===== src/rtl/pll_drp_sequencer.sv =====
// DRP reconfiguration sequencer: holds the PLL in reset, read-modify-writes a
// table of DRP registers from an external ROM, then releases reset and waits for lock.
module pll_drp_sequencer #(
   parameter int NUM_REGS     = 23,
   parameter int DRDY_TIMEOUT = 64,
   parameter int LOCK_IGNORE  = 2
) (
   input  logic        DCLK,
   input  logic        RST_N,
   input  logic        SEN,
   input  logic        SSEL,
   output logic        SRDY,
   output logic        BUSY,
   output logic        ERR,
   output logic [5:0]  ROM_ADDR,
   input  logic [38:0] ROM_DATA,
   output logic [6:0]  DADDR,
   output logic        DEN,
   output logic        DWE,
   output logic [15:0] DI,
   input  logic [15:0] DO,
   input  logic        DRDY,
   output logic        PLL_RST,
   input  logic        LOCKED
);

   localparam int TW = (DRDY_TIMEOUT < 2) ? 1 : $clog2(DRDY_TIMEOUT);
   localparam int LW = (LOCK_IGNORE < 2) ? 1 : $clog2(LOCK_IGNORE + 1);

   typedef enum logic [3:0] {
      S_IDLE, S_FETCH, S_READ, S_WAIT_R, S_MODIFY,
      S_WRITE, S_WAIT_W, S_RELEASE, S_WAIT_LOCK, S_DONE
   } state_t;

   state_t          state_q, state_d;
   logic            sel_q, sel_d;
   logic [4:0]      idx_q, idx_d;
   logic            err_q, err_d;
   logic            pll_rst_q, pll_rst_d;
   logic            den_q, den_d;
   logic            dwe_q, dwe_d;
   logic [6:0]      addr_q, addr_d;
   logic [15:0]     mask_q, mask_d;
   logic [15:0]     data_q, data_d;
   logic [15:0]     rdata_q, rdata_d;
   logic [15:0]     di_q, di_d;
   logic [TW-1:0]   tcnt_q, tcnt_d;
   logic [LW-1:0]   lcnt_q, lcnt_d;

   // DEN is registered, so den_q marks the DEN cycle; DRDY seen then is ignored.
   logic drdy_ok, tmo;
   assign drdy_ok = DRDY && !den_q;
   assign tmo     = (tcnt_q == TW'(DRDY_TIMEOUT - 1));

   always_comb begin
      state_d   = state_q;
      sel_d     = sel_q;
      idx_d     = idx_q;
      err_d     = err_q;
      pll_rst_d = pll_rst_q;
      den_d     = 1'b0;
      dwe_d     = 1'b0;
      addr_d    = addr_q;
      mask_d    = mask_q;
      data_d    = data_q;
      rdata_d   = rdata_q;
      di_d      = di_q;
      tcnt_d    = tcnt_q;
      lcnt_d    = lcnt_q;
      case (state_q)
         S_IDLE: begin
            if (SEN) begin
               sel_d     = SSEL;
               idx_d     = '0;
               err_d     = 1'b0;
               pll_rst_d = 1'b1;
               state_d   = S_FETCH;
            end
         end
         S_FETCH: state_d = S_READ;
         S_READ: begin
            addr_d  = ROM_DATA[38:32];
            mask_d  = ROM_DATA[31:16];
            data_d  = ROM_DATA[15:0];
            den_d   = 1'b1;
            tcnt_d  = '0;
            state_d = S_WAIT_R;
         end
         S_WAIT_R: begin
            if (drdy_ok) begin
               rdata_d = DO;
               state_d = S_MODIFY;
            end else if (tmo) begin
               err_d   = 1'b1;
               state_d = S_IDLE;
            end else begin
               tcnt_d = tcnt_q + TW'(1);
            end
         end
         S_MODIFY: begin
            di_d    = (rdata_q & mask_q) | (data_q & ~mask_q);
            state_d = S_WRITE;
         end
         S_WRITE: begin
            den_d   = 1'b1;
            dwe_d   = 1'b1;
            tcnt_d  = '0;
            state_d = S_WAIT_W;
         end
         S_WAIT_W: begin
            if (drdy_ok) begin
               if (idx_q == 5'(NUM_REGS - 1)) begin
                  state_d = S_RELEASE;
               end else begin
                  idx_d   = idx_q + 5'd1;
                  state_d = S_FETCH;
               end
            end else if (tmo) begin
               err_d   = 1'b1;
               state_d = S_IDLE;
            end else begin
               tcnt_d = tcnt_q + TW'(1);
            end
         end
         S_RELEASE: begin
            pll_rst_d = 1'b0;
            lcnt_d    = LW'(LOCK_IGNORE);
            state_d   = S_WAIT_LOCK;
         end
         S_WAIT_LOCK: begin
            if (lcnt_q != '0) begin
               lcnt_d = lcnt_q - LW'(1);
            end else if (LOCKED) begin
               state_d = S_DONE;
            end
         end
         S_DONE:  state_d = S_IDLE;
         default: state_d = S_IDLE;
      endcase
   end

   always_ff @(posedge DCLK) begin
      if (!RST_N) begin
         state_q   <= S_IDLE;
         sel_q     <= 1'b0;
         idx_q     <= '0;
         err_q     <= 1'b0;
         pll_rst_q <= 1'b0;
         den_q     <= 1'b0;
         dwe_q     <= 1'b0;
         addr_q    <= '0;
         mask_q    <= '0;
         data_q    <= '0;
         rdata_q   <= '0;
         di_q      <= '0;
         tcnt_q    <= '0;
         lcnt_q    <= '0;
      end else begin
         state_q   <= state_d;
         sel_q     <= sel_d;
         idx_q     <= idx_d;
         err_q     <= err_d;
         pll_rst_q <= pll_rst_d;
         den_q     <= den_d;
         dwe_q     <= dwe_d;
         addr_q    <= addr_d;
         mask_q    <= mask_d;
         data_q    <= data_d;
         rdata_q   <= rdata_d;
         di_q      <= di_d;
         tcnt_q    <= tcnt_d;
         lcnt_q    <= lcnt_d;
      end
   end

   assign SRDY     = (state_q == S_DONE);
   assign BUSY     = (state_q != S_IDLE) && (state_q != S_DONE);
   assign ERR      = err_q;
   assign ROM_ADDR = {sel_q, idx_q};
   assign DADDR    = addr_q;
   assign DEN      = den_q;
   assign DWE      = dwe_q;
   assign DI       = di_q;
   assign PLL_RST  = pll_rst_q;

endmodule

===== config.mk =====
export PLATFORM = sky130hd
export DESIGN_NAME = pll_drp_sequencer
export DESIGN_NICKNAME = d
export VERILOG_FILES = /design/src/rtl/pll_drp_sequencer.sv
export SDC_FILE = /design/constraint.sdc
export NUM_CORES = 1
export LEC_CHECK = 0
export ABC_CLOCK_PERIOD_IN_PS = 1850
export CAP_MARGIN = 15
export CORE_ASPECT_RATIO = 0.8
export CORE_MARGIN = 2
export CORE_UTILIZATION = 35
export DETAILED_ROUTE_END_ITERATION = 10
export PLACE_DENSITY_LB_ADDON = 0.08
export SLEW_MARGIN = 40
export SYNTH_ARGS = -nofsm -noshare
export SYNTH_HDL_FRONTEND = slang
export SYNTH_SLANG_ARGS = --single-unit

===== constraint.sdc =====
create_clock -name DCLK -period 1.85 [get_ports DCLK]
set_input_delay 0.37 -clock DCLK [delete_from_list [all_inputs] [get_ports DCLK]]
set_output_delay 0.37 -clock DCLK [all_outputs]
set_load 0.03 [all_outputs]

---- Yosys cells after proc, flatten, opt, wreduce, memory -nomap -nowiden ----
Cells that the tools add are included.
word-level totals
  input bits .............................. 61
  output and inout bits ................... 35
  bits in registers ....................... 93
operators by class
  multiplexer cells ....................... 25
  bitwise logic cells ..................... 4
  reduce and logical (&&, ||, !) cells .... 21
  $add $sub $neg .......................... 3
  eq/ne operators ......................... 21
operators with widths
  operator             count
  $pmux 4 s9           1
  $and 16x16->16       2
  $mux 4               6
  $eq 4x3->1 const B   4
  $ne 2x2->1 const B   8
  $not 16->16          1
  $or 16x16->16        1
  $mux 5               3
  $mux 6               2
  $pmux 6 s2           1
  $reduce_bool 2->1    6
  $pmux 5 s2           1
  $eq 4x2->1 const B   2
  $eq 4x4->1 const B   2
  $reduce_and 2->1     4
  $reduce_and 4->1     2
  $add 6x1->6 const B  1
  $eq 6x6->1 const B   1
  $mux 1               6
  $reduce_and 3->1     2
  $add 5x1->5 const B  1
  $eq 5x5->1 const B   1
  $eq 4x1->1 const B   1
  $logic_not 4->1      1
  11 further kinds     14

---- Logic depth before layout (Yosys ltp) ----
Gate-level depths: netlist of run 1.
  depth in word-level cells ............... 4
  mapped depth ............................ 7

---- Worst setup path after synthesis of run 1 ----
Ideal clock, no wire load.
  path kind ............................... flip-flop to output port
  start point ............................. reg state_q[3]
  end point ............................... out SRDY
  setup slack ............................. 0.010 ns
  stages on the path, launching flop included .. 3
  buffers on the path ..................... 1
  arrival ................................. 1.470 ns
  cells stage by stage .................... dfxtp_1 clkbuf_1 nor3b_1
between the ends
  cells in the longest elaborated chain, start to end .. 1
RTL lines
  element                 line  text
  start, declared         35    state_t state_q, state_d;
  start signal, assigned  159   state_q <= state_d;
  $eq 4x4->1              176   assign SRDY = (state_q == S_DONE);
  end, declared           12    output logic SRDY,
Every way passes these cells.

---- Final worst setup path of run 1 ----
  start point ............................. reg state_q[3]
  end point ............................... out BUSY
between the ends
  cells in the longest elaborated chain, start to end .. 2
  elaborated cells on any way between the ends .. 3
RTL lines
  element                                                 line  text
  $ne 4x4->1 / $reduce_bool 4->1 (equally long branches)  177   assign BUSY = (state_q != S_IDLE) && (state_q != S_DONE);
  $logic_and 1x1->1 (*)                                   177
  end, declared                                           13    output logic BUSY,
Mark *: on every way between the ends. The rest lies on a longest branch, timed or not.

==> results_dict.tcl, run 1 <==
set metrics [dict create \
    p_int_w 0.00369 \
    cts_buffer_depth 2 \
    start_util 0.356 \
    pwr-share-seq 0.438 \
    wl_per_cell_um 13.4 \
    drtAntennaViolNets 0 \
    power_density_nw_per_um2 936 \
    status "complete, no violations" \
    cap_violations 0 \
    ir_worst_vdd_mv 0.465 \
    switching_share 0.260 \
    cp_slowest_cell "dfxtp_1" \
    htreeDepth 3 \
    diodes 0 \
    vias 3229 \
    drt-initial-drc-count 191 \
    pwr-share-comb 0.171 \
    leakage_nw 1.99 \
    grt_pass1_wl_um 14900 \
    endpoint_kind "primary output" \
    netlist_area_sq_um 3830 \
    postCtsSetupRepairBufs 0 \
    setup_tns_ns 0 \
    fin_crit_sh 0.957 \
    cts_made_buffers 9 \
    r2r_setup_slack_ns 0.15 \
    die_area_sq_um 11800 \
    worstPathMaxFanout 2 \
    grt_max_degree 44 \
    gr-total-overflow 0 \
    crit_arrival_ns 1.40 \
    clkSinkCount 93 \
    avgSynthCellArea_sq_um 8.80 \
    setup_ws_ns 0.0802 \
    core_area_sq_um 10800 \
    hold_viol_final 0 \
    drc 0 \
    synth_top_area_cell "dfxtp_1" \
    gp_congestion 0.757 \
    worstMarginPinSlew_ns 0.448 \
    seq_area_frac_synth 0.486 \
    worst_r2r_path_depth 5 \
    reg2reg_to "tcnt_q[3]" \
    power_switching_w 0.00130 \
    synth_top_area_frac 0.486 \
    die_h_um 97.5 \
    hp-start "data_q[2]" \
    syn2layout_area_growth_pct 39.3 \
    clk_pin_slew_ns 0.06 \
    io_pins 96 \
    report.final.slew_viol_count 0 \
    synth_flop_cell "dfxtp_1" \
    rows 34 \
    hold-path-cell-count 2 \
    synth_fp_nets 500 \
    vias_per_cell 4.77 \
    relSlewSlack 0.701 \
    finClkSkew_ns 0.00540 \
    yosys_warnings 0 \
    synth_cell_types 49 \
    max_freq_ghz 0.565 \
    nFillCells 1038 \
    hpwl_um 6200 \
    pwr-share-clk 0.391 \
    layout_min_cycle_time_ns 1.77 \
    grt.total_usage 0.159 \
    synth_commonest_cells "93 x dfxtp_1, 87 x nand2_1, 48 x a21oi_1" \
    cts_root_buf "clkbuf_16" \
    start_kind "flop" \
    crit_type "flop to primary output" \
    synth_edf_count 0 \
    antenna_found_initial 0 \
    crit_chain "xor2_1 > or3_1 > clkdlybuf4s15_2" \
    drive_gt1_frac 0.0807 \
    grt_pass1_vias 3087 \
    synthCells 435 \
    portBuffers 95 \
    hold_end "data_q[2]" \
    synth_area_leaders "dfxtp_1 49%, mux2i_1 9.2%, nand2_1 8.5%" \
    setup_viol 0 \
    die_w_um 121 \
    worstPathRequired_ns 1.48 \
    post-place-ws_ns -0.0388 \
    worstHoldPathType "flop to flop" \
    finalNetCount 593 \
    rsz0062_at_grt "no" \
    cts_tree "done" \
    clock_latency_ns 0.33 \
    synth.most_common_cell "dfxtp_1" \
    async_reset_ff_frac 0 \
    firstDrtPassIters 5 \
    max_stage_delay_ns 0.32 \
    ys_seq_elements 93 \
    worstReg2RegStart "state_q[2]" \
    finalWirelength_um 9070 \
]
-- logic make-up (layout without fill, tap and decap cells) --
kind of cell / after synthesis / in the layout / synth area share
buffers and inverters: 36 / 134 / 0.0445
flip-flops: 93 / 93 / 0.486
XOR/XNOR: 6 / 6 / 0.0157
adder cells (fa/ha/maj): 4 / 4 / 0.0131
multiplexers: 35 / 35 / 0.0915
AND/OR/NAND/NOR: 178 / 178 / 0.215
AO/OA/AOI/OAI: 83 / 83 / 0.134
-- critical path, delay by kind of cell (launching register included) --
kind / cells / cell delay, ns
and+or+nand+nor: 1 / 0.31
buffers and inverters: 1 / 0.29
xor gates and xnor gates: 1 / 0.16
DFF: 1 / 0.32
-- cell usage in the layout, fill, tap and decap left out, types with 2 or more instances in the layout --
cell,n
dfxtp_1,93
nand3_1,6
nand4_1,4
a21oi_1,48
mux2i_1,35
nand2_1,87
or3_1,4
o211ai_1,2
xor2_1,4
ha_1,4
nor3_1,3
buf_12,3
buf_4,13
nand3b_1,2
bufinv_16,2
and4b_1,2
clkbuf_16,9
clkinv_2,2
nor2_1,47
nor4b_4,2
or4_1,3
o31ai_1,3
inv_1,6
dlymetal6s2s_1,2
a21boi_1,3
clkdlybuf4s50_1,91
a211oi_1,18
nor2b_1,3
nand2b_1,3
-- metal layers --
layer / wire [um] / vias up / global-route usage
li1: - / 1673 / -
met1: 4600 / 1476 / 0.220
met2: 3890 / 71 / 0.235
met3: 469 / 9 / 0.0464
met4: 119 / 0 / 0.0537
met5: 0 / - / 0
-- cell type report --
class	count	area [sq um]	area share
timing repair buffer	111	1120	0.209
sequential	93	1860	0.349
multi-input combinational	306	1830	0.343
clock buffer	10	229	0.0430
tap	144	180	0.0338
clock inverter	6	86.3	0.0162
inverter	7	26.3	0.00493
-- repair_timing --
item,4_1_cts,5_1_grt
setup endpoints to repair,1,5
hold buffers,0,0
gates resized for setup,3,6
cloned,0,0
-- metrics by stage --
stage               std cells   util  hold WS [ns]  power (W)  area [sq um]
floorplan                 435      -         0.436    0.00273          3830
global placement          661  0.463         0.442    0.00307          4990
detailed placement        661  0.463         0.447    0.00308          4990
CTS                       677  0.493         0.456    0.00505          5300
global route              677  0.495         0.474    0.00523          5330
finish                    677  0.495         0.453    0.00499          5330
-- power groups by stage --
stage | sequential (W) | clock, W | combinational (W)
2_1_floorplan | 0.00229 | 0 | 0.000442
3_3_place_gp | 0.00222 | 0 | 0.000848
3_5_place_dp | 0.00223 | 0 | 0.000856
4_1_cts | 0.00218 | 0.00201 | 0.000857
5_1_grt | 0.00220 | 0.00210 | 0.000942
6_report | 0.00218 | 0.00195 | 0.000855
-- state kept, by name, indices dropped and copies added (netlist names) --
register / flops
DI: 16
data_q: 16
mask_q: 16
rdata_q: 16
DADDR: 7
tcnt_q: 6
idx_q: 5
state_q: 4
lcnt_q: 2
DEN: 1
DWE: 1
ERR: 1
PLL_RST: 1
sel_q: 1
-- how the worst max path moves through the flow --
stage | from | to | slack (ns) | depth (start not counted)
floorplan | state_q[3] | SRDY | 0.01 | 2
global placement | DRDY | rdata_q[9] | -0.02 | 6
global route | state_q[3] | BUSY | 0.007 | 3
CTS | idx_q[2] | ROM_ADDR[2] | 0.01 | 1
detailed placement | DRDY | rdata_q[6] | -0.04 | 6
finish | state_q[3] | BUSY | 0.08 | 3
No activity file was read; power rests on OpenSTA's default activity.
==> run 2: changes to the inputs <==
--- a/config.mk
+++ b/config.mk
@@ -6,11 +6,13 @@
 export NUM_CORES = 1
 export LEC_CHECK = 0
 export ABC_CLOCK_PERIOD_IN_PS = 1850
-export CAP_MARGIN = 15
+export CAP_MARGIN = 20
 export CORE_ASPECT_RATIO = 0.8
 export CORE_MARGIN = 2
 export CORE_UTILIZATION = 35
+export CTS_BUF_LIST = sky130_fd_sc_hd__clkbuf_4 sky130_fd_sc_hd__clkbuf_8
 export DETAILED_ROUTE_END_ITERATION = 10
+export GPL_TIMING_DRIVEN = 0
 export PLACE_DENSITY_LB_ADDON = 0.08
 export SLEW_MARGIN = 40
 export SYNTH_ARGS = -nofsm -noshare
==> run 2 against run 1 <==
  * The run now ends with setup timing left
  * Via count is 3.9% higher
  * Register-to-register slack worse by 0.03 ns
  * Setup slack worse by 0.11 ns
  * Wire length is 13% higher
  * Cell area is 0.54% lower
  * Largest power group unchanged
  * Highest routed layer unchanged
==> results_dict.tcl, run 2 (synthesis gave the netlist of run 1 again) <==
set metrics [dict create \
    grt_pass1_wl_um 16300 \
    wl_per_cell_um 14.8 \
    power_density_nw_per_um2 846 \
    mostFrequentLayoutCells "91 x dfxtp_1, 87 x nand2_1, 87 x clkdlybuf4s50_1" \
    post-place-ws_ns -0.621 \
    antenna_found_initial 0 \
    hold_viol_final 0 \
    drt-initial-drc-count 201 \
    drive_gt1_frac 0.0978 \
    cts_root_buf "clkbuf_8" \
    syn2layout_area_growth_pct 38.5 \
    crit_arrival_ns 1.51 \
    setup_ws_ns -0.0289 \
    rsz0062_at_grt "yes" \
    diodes 0 \
    hp-start "DADDR[0]" \
    htreeDepth 3 \
    report.final.slew_viol_count 0 \
    die_area_sq_um 11800 \
    vias_per_cell 4.82 \
    reg2reg_to "mask_q[11]" \
    cts_made_buffers 9 \
    relSlewSlack 0.568 \
    worstHoldPathType "flop to flop" \
    finClkSkew_ns 0.0133 \
    worstPathMaxFanout 10 \
    status "finished, violations left" \
    io_pins 96 \
    grt_max_degree 16 \
    grt.total_usage 0.177 \
    layout_min_cycle_time_ns 1.88 \
    core_area_sq_um 10800 \
    crit_type "flop to primary output" \
    ir_worst_vdd_mv 0.411 \
    portBuffers 95 \
    worstReg2RegStart "state_q[0]" \
    worst_r2r_path_depth 6 \
    setup_viol 1 \
    violations "setup timing" \
    max_freq_ghz 0.532 \
    drtAntennaViolNets 0 \
    leakage_nw 2.03 \
    hpwl_um 7280 \
    hold-path-cell-count 2 \
    finalWirelength_um 10300 \
    max_stage_delay_ns 0.35 \
    final_common_cell "dfxtp_1" \
    hold_end "DADDR[0]" \
    worstPathRequired_ns 1.48 \
    grt_pass1_vias 3225 \
    r2r_setup_slack_ns 0.12 \
    final_cells 696 \
    clk_pin_slew_ns 0.09 \
    clkSinkCount 93 \
    vias 3354 \
    die_w_um 121 \
    die_h_um 97.5 \
    start_util 0.356 \
    finalNetCount 612 \
    cts_tree "done" \
    firstDrtPassIters 4 \
    setup_tns_ns -0.0289 \
    endpoint_kind "primary output" \
    crit_chain "buf_6 > clkbuf_8 > or3_4 > buf_6" \
    clock_latency_ns 0.36 \
    gp_congestion 0.768 \
    gr-total-overflow 0 \
    worstMarginPinSlew_ns 0.648 \
    fin_crit_sh 1.02 \
    rows 34 \
    drc 0 \
    path_common_cell "buf_6" \
    start_kind "flop" \
    cp_slowest_cell "dfxtp_1" \
    post-place-cells 674 \
    fin_util 0.493 \
    cts_buffer_depth 2 \
    cap_violations 0 \
]
[run 2: how the worst max path moves through the flow]
stage	startpoint	to	cells past startpoint
floorplan	state_q[3]	SRDY	2
global placement	DRDY	rdata_q[9]	6
detailed placement	DRDY	rdata_q[15]	6
CTS	state_q[0]	BUSY	5
global route	state_q[3]	BUSY	4
finish	state_q[1]	BUSY	4
[run 2: critical path, delay by kind of cell, from the launching register on]
family,cells,cell delay [ns]
buf+inv,3,0.47
simple gates,1,0.33
flops,1,0.35
[run 2: cell type report]
class | count | area (sq um)
sequential | 93 | 1870
timing repair buffer | 103 | 1020
clock buffer | 11 | 139
buffer | 27 | 184
tap | 144 | 180
fill | 1085 | 5460
multi-input combinational | 306 | 1830
clock inverter | 5 | 60.1
inverter | 7 | 26.3
[run 2: stage by stage]
step                      cell area (sq um)  total power, W  hold WS [ns]
after floorplan                        3830         0.00273         0.436
after global placement                 4960         0.00309         0.441
after detailed placement               4960         0.00310         0.446
after CTS                              5210         0.00450         0.458
after global routing                   5300         0.00471         0.473
final                                  5300         0.00448         0.456
[run 2: routing by layer]
metal / up-vias / part of all wire / global-route usage
met5: - / 0 / 0
met4: 0 / 0.011 / 0.0456
met3: 10 / 0.061 / 0.0516
met2: 77 / 0.44 / 0.277
met1: 1550 / 0.49 / 0.238
li1: 1717 / - / -
[run 2: timing repair]
action                                  CTS  global route
setup buffers                             0             8
gates resized for setup                  31            18
endpoints found under the setup margin   14            21
hold buffers                              0             0
pin swaps                                 0             1
[run 2: power by group]
group | internal [W] | switching (W)
registers | 0.00212 | 0.0000755
clock network | 0.000661 | 0.000704
logic | 0.000429 | 0.000500
total | 0.00320 | 0.00128
==> run 3: changes to the inputs <==
--- a/config.mk
+++ b/config.mk
@@ -5,7 +5,7 @@
 export SDC_FILE = /design/constraint.sdc
 export NUM_CORES = 1
 export LEC_CHECK = 0
-export ABC_CLOCK_PERIOD_IN_PS = 1850
+export ABC_CLOCK_PERIOD_IN_PS = 1990
 export CAP_MARGIN = 20
 export CORE_ASPECT_RATIO = 0.8
 export CORE_MARGIN = 2
==> constraint.sdc (replaced) <==
create_clock -name DCLK -period 1.99 [get_ports DCLK]
set_input_delay 0.398 -clock DCLK [delete_from_list [all_inputs] [get_ports DCLK]]
set_output_delay 0.398 -clock DCLK [all_outputs]
set_load 0.03 [all_outputs]
==> run 3 against run 2 <==
  * Sequential power down 7%
  * The run now ends clean
  * Count of clock-buffer cells in the layout unchanged
  * Flip-flop and latch count stayed put
  * Clock skew up 0.00057 ns
  * Via count is 0.72% lower
  * Non-clock buffer count down 8
  * Cell count fell by 1.1%
  * Critical path depth unchanged
  * Die area unchanged
  * Setup slack improved by 0.073 ns
  * Cell area decreased by 2.3%
  * Combinational power shrank 12%
  * Largest cell class unchanged
  * Highest routed layer unchanged
  * Critical path type unchanged
==> results_dict.tcl, run 3 (synthesis gave the netlist of run 1 again) <==
set metrics [dict create \
    worst_r2r_path_depth 6 \
    max_freq_ghz 0.514 \
    finalWirelength_um 10200 \
    drive_gt1_frac 0.0754 \
    firstDrtPassIters 6 \
    finClkSkew_ns 0.0139 \
    finalNetCount 604 \
    wl_per_cell_um 14.8 \
    mostFrequentLayoutCells "93 x clkdlybuf4s50_1, 92 x dfxtp_1, 87 x nand2_1" \
    final_common_cell "clkdlybuf4s50_1" \
    htreeDepth 3 \
    die_w_um 121 \
    r2r_setup_slack_ns 0.22 \
    cts_tree "done" \
    multi_input_area_sq_um 1810 \
    rows 34 \
    worstMarginPinSlew_ns 0.657 \
    worstHoldPathType "flop to flop" \
    start_util 0.356 \
    die_h_um 97.5 \
    relSlewSlack 0.562 \
    cts_buffer_depth 2 \
    register_area_sq_um 1870 \
    hold_ws_ns 0.456 \
    rsz0062_at_grt "yes" \
    vias_per_cell 4.84 \
    hpwl_um 7280 \
    drc 0 \
    worstPathRequired_ns 1.59 \
    gp_congestion 0.768 \
    setup_viol 0 \
    crit_chain "buf_4 > buf_2 > or3_1 > buf_4" \
    hp-start "DADDR[0]" \
    clkSinkCount 93 \
    cp_slowest_cell "or3_1" \
    hold-path-cell-count 2 \
    report.final.slew_viol_count 0 \
    grt_pass1_vias 3200 \
    postCtsSetupRepairBufs 0 \
    crit_type "flop to primary output" \
    path_common_cell "buf_4" \
    leakage_nw 1.88 \
    ir_worst_vdd_mv 0.382 \
    hold_buffers 0 \
    post-place-cells 674 \
    clock_latency_ns 0.36 \
    max_stage_delay_ns 0.38 \
    die_area_sq_um 11800 \
    cts_root_buf "clkbuf_8" \
    endpoint_kind "primary output" \
    antenna_found_initial 0 \
    grt_max_degree 19 \
    grt_pass1_wl_um 16300 \
    layout_min_cycle_time_ns 1.95 \
    gr-total-overflow 0 \
    worstPathMaxFanout 10 \
    cts_resized 20 \
    cap_violations 0 \
    drt-initial-drc-count 193 \
    nFillCells 1084 \
    hold_end "DADDR[0]" \
    io_pins 96 \
    cts_made_buffers 9 \
    reg2reg_to "mask_q[11]" \
    vias 3330 \
    diodes 0 \
    core_area_sq_um 10800 \
    status "complete, no violations" \
    power_density_nw_per_um2 795 \
    final_cells 688 \
    hold_viol_final 0 \
    portBuffers 95 \
    worstReg2RegStart "state_q[2]" \
    fin_crit_sh 0.978 \
    drtAntennaViolNets 0 \
    start_kind "flop" \
    grt.total_usage 0.176 \
    syn2layout_area_growth_pct 35.3 \
    crit_arrival_ns 1.55 \
    clk_pin_slew_ns 0.09 \
]
-- run 3: cell type report --
cell class | instances | share of cell area
Inverter | 7 | 0.00507
Sequential cell | 93 | 0.360
Tap cell | 144 | 0.0348
Clock buffer | 11 | 0.0268
Buffer | 27 | 0.0300
Clock inverter | 5 | 0.0116
Multi-Input combinational cell | 306 | 0.349
Timing Repair Buffer | 95 | 0.183
-- run 3: how the worst max path moves through the flow --
stage	startpoint	endpoint	cells after the start
final	state_q[2]	BUSY	4
after global placement	DRDY	rdata_q[9]	6
after detailed placement	DRDY	rdata_q[15]	6
after CTS	DRDY	rdata_q[15]	6
after global routing	state_q[2]	BUSY	4
after floorplan	state_q[3]	SRDY	2
-- run 3: power breakdown --
group | total (W) | switching (W) | internal (W)
sequential | 0.00203 | 0.0000636 | 0.00197
combinational | 0.000822 | 0.000460 | 0.000362
clock | 0.00127 | 0.000654 | 0.000614
-- run 3: per-stage QoR --
| stage | TNS (ns) | instance area, sq um | setup WS [ns] | total power, W | util |
|---|---|---|---|---|---|
| floorplan | 0 | 3830 | 0.122 | 0.00254 | - |
| global placement | -6.71 | 4960 | -0.488 | 0.00287 | 0.461 |
| detailed placement | -7.01 | 4960 | -0.509 | 0.00289 | 0.461 |
| CTS | 0 | 5170 | 0.00262 | 0.00416 | 0.480 |
| global route | -0.0205 | 5180 | -0.0205 | 0.00433 | 0.481 |
| finish | 0 | 5180 | 0.0443 | 0.00412 | 0.481 |
-- run 3: metal layers --
metal	vias up	wire, um	GRT usage
li1	1699	-	-
met1	1542	4930	0.238
met4	0	98	0.0456
met2	80	4540	0.274
met5	-	0	0
met3	9	585	0.0516
-- run 3: worst max-delay path: cells and delay by family (launching register included) --
family	cells	cell delay (ns)
buffers and inverters	3	0.51
AND/OR/NAND/NOR	1	0.38
flip-flops	1	0.31
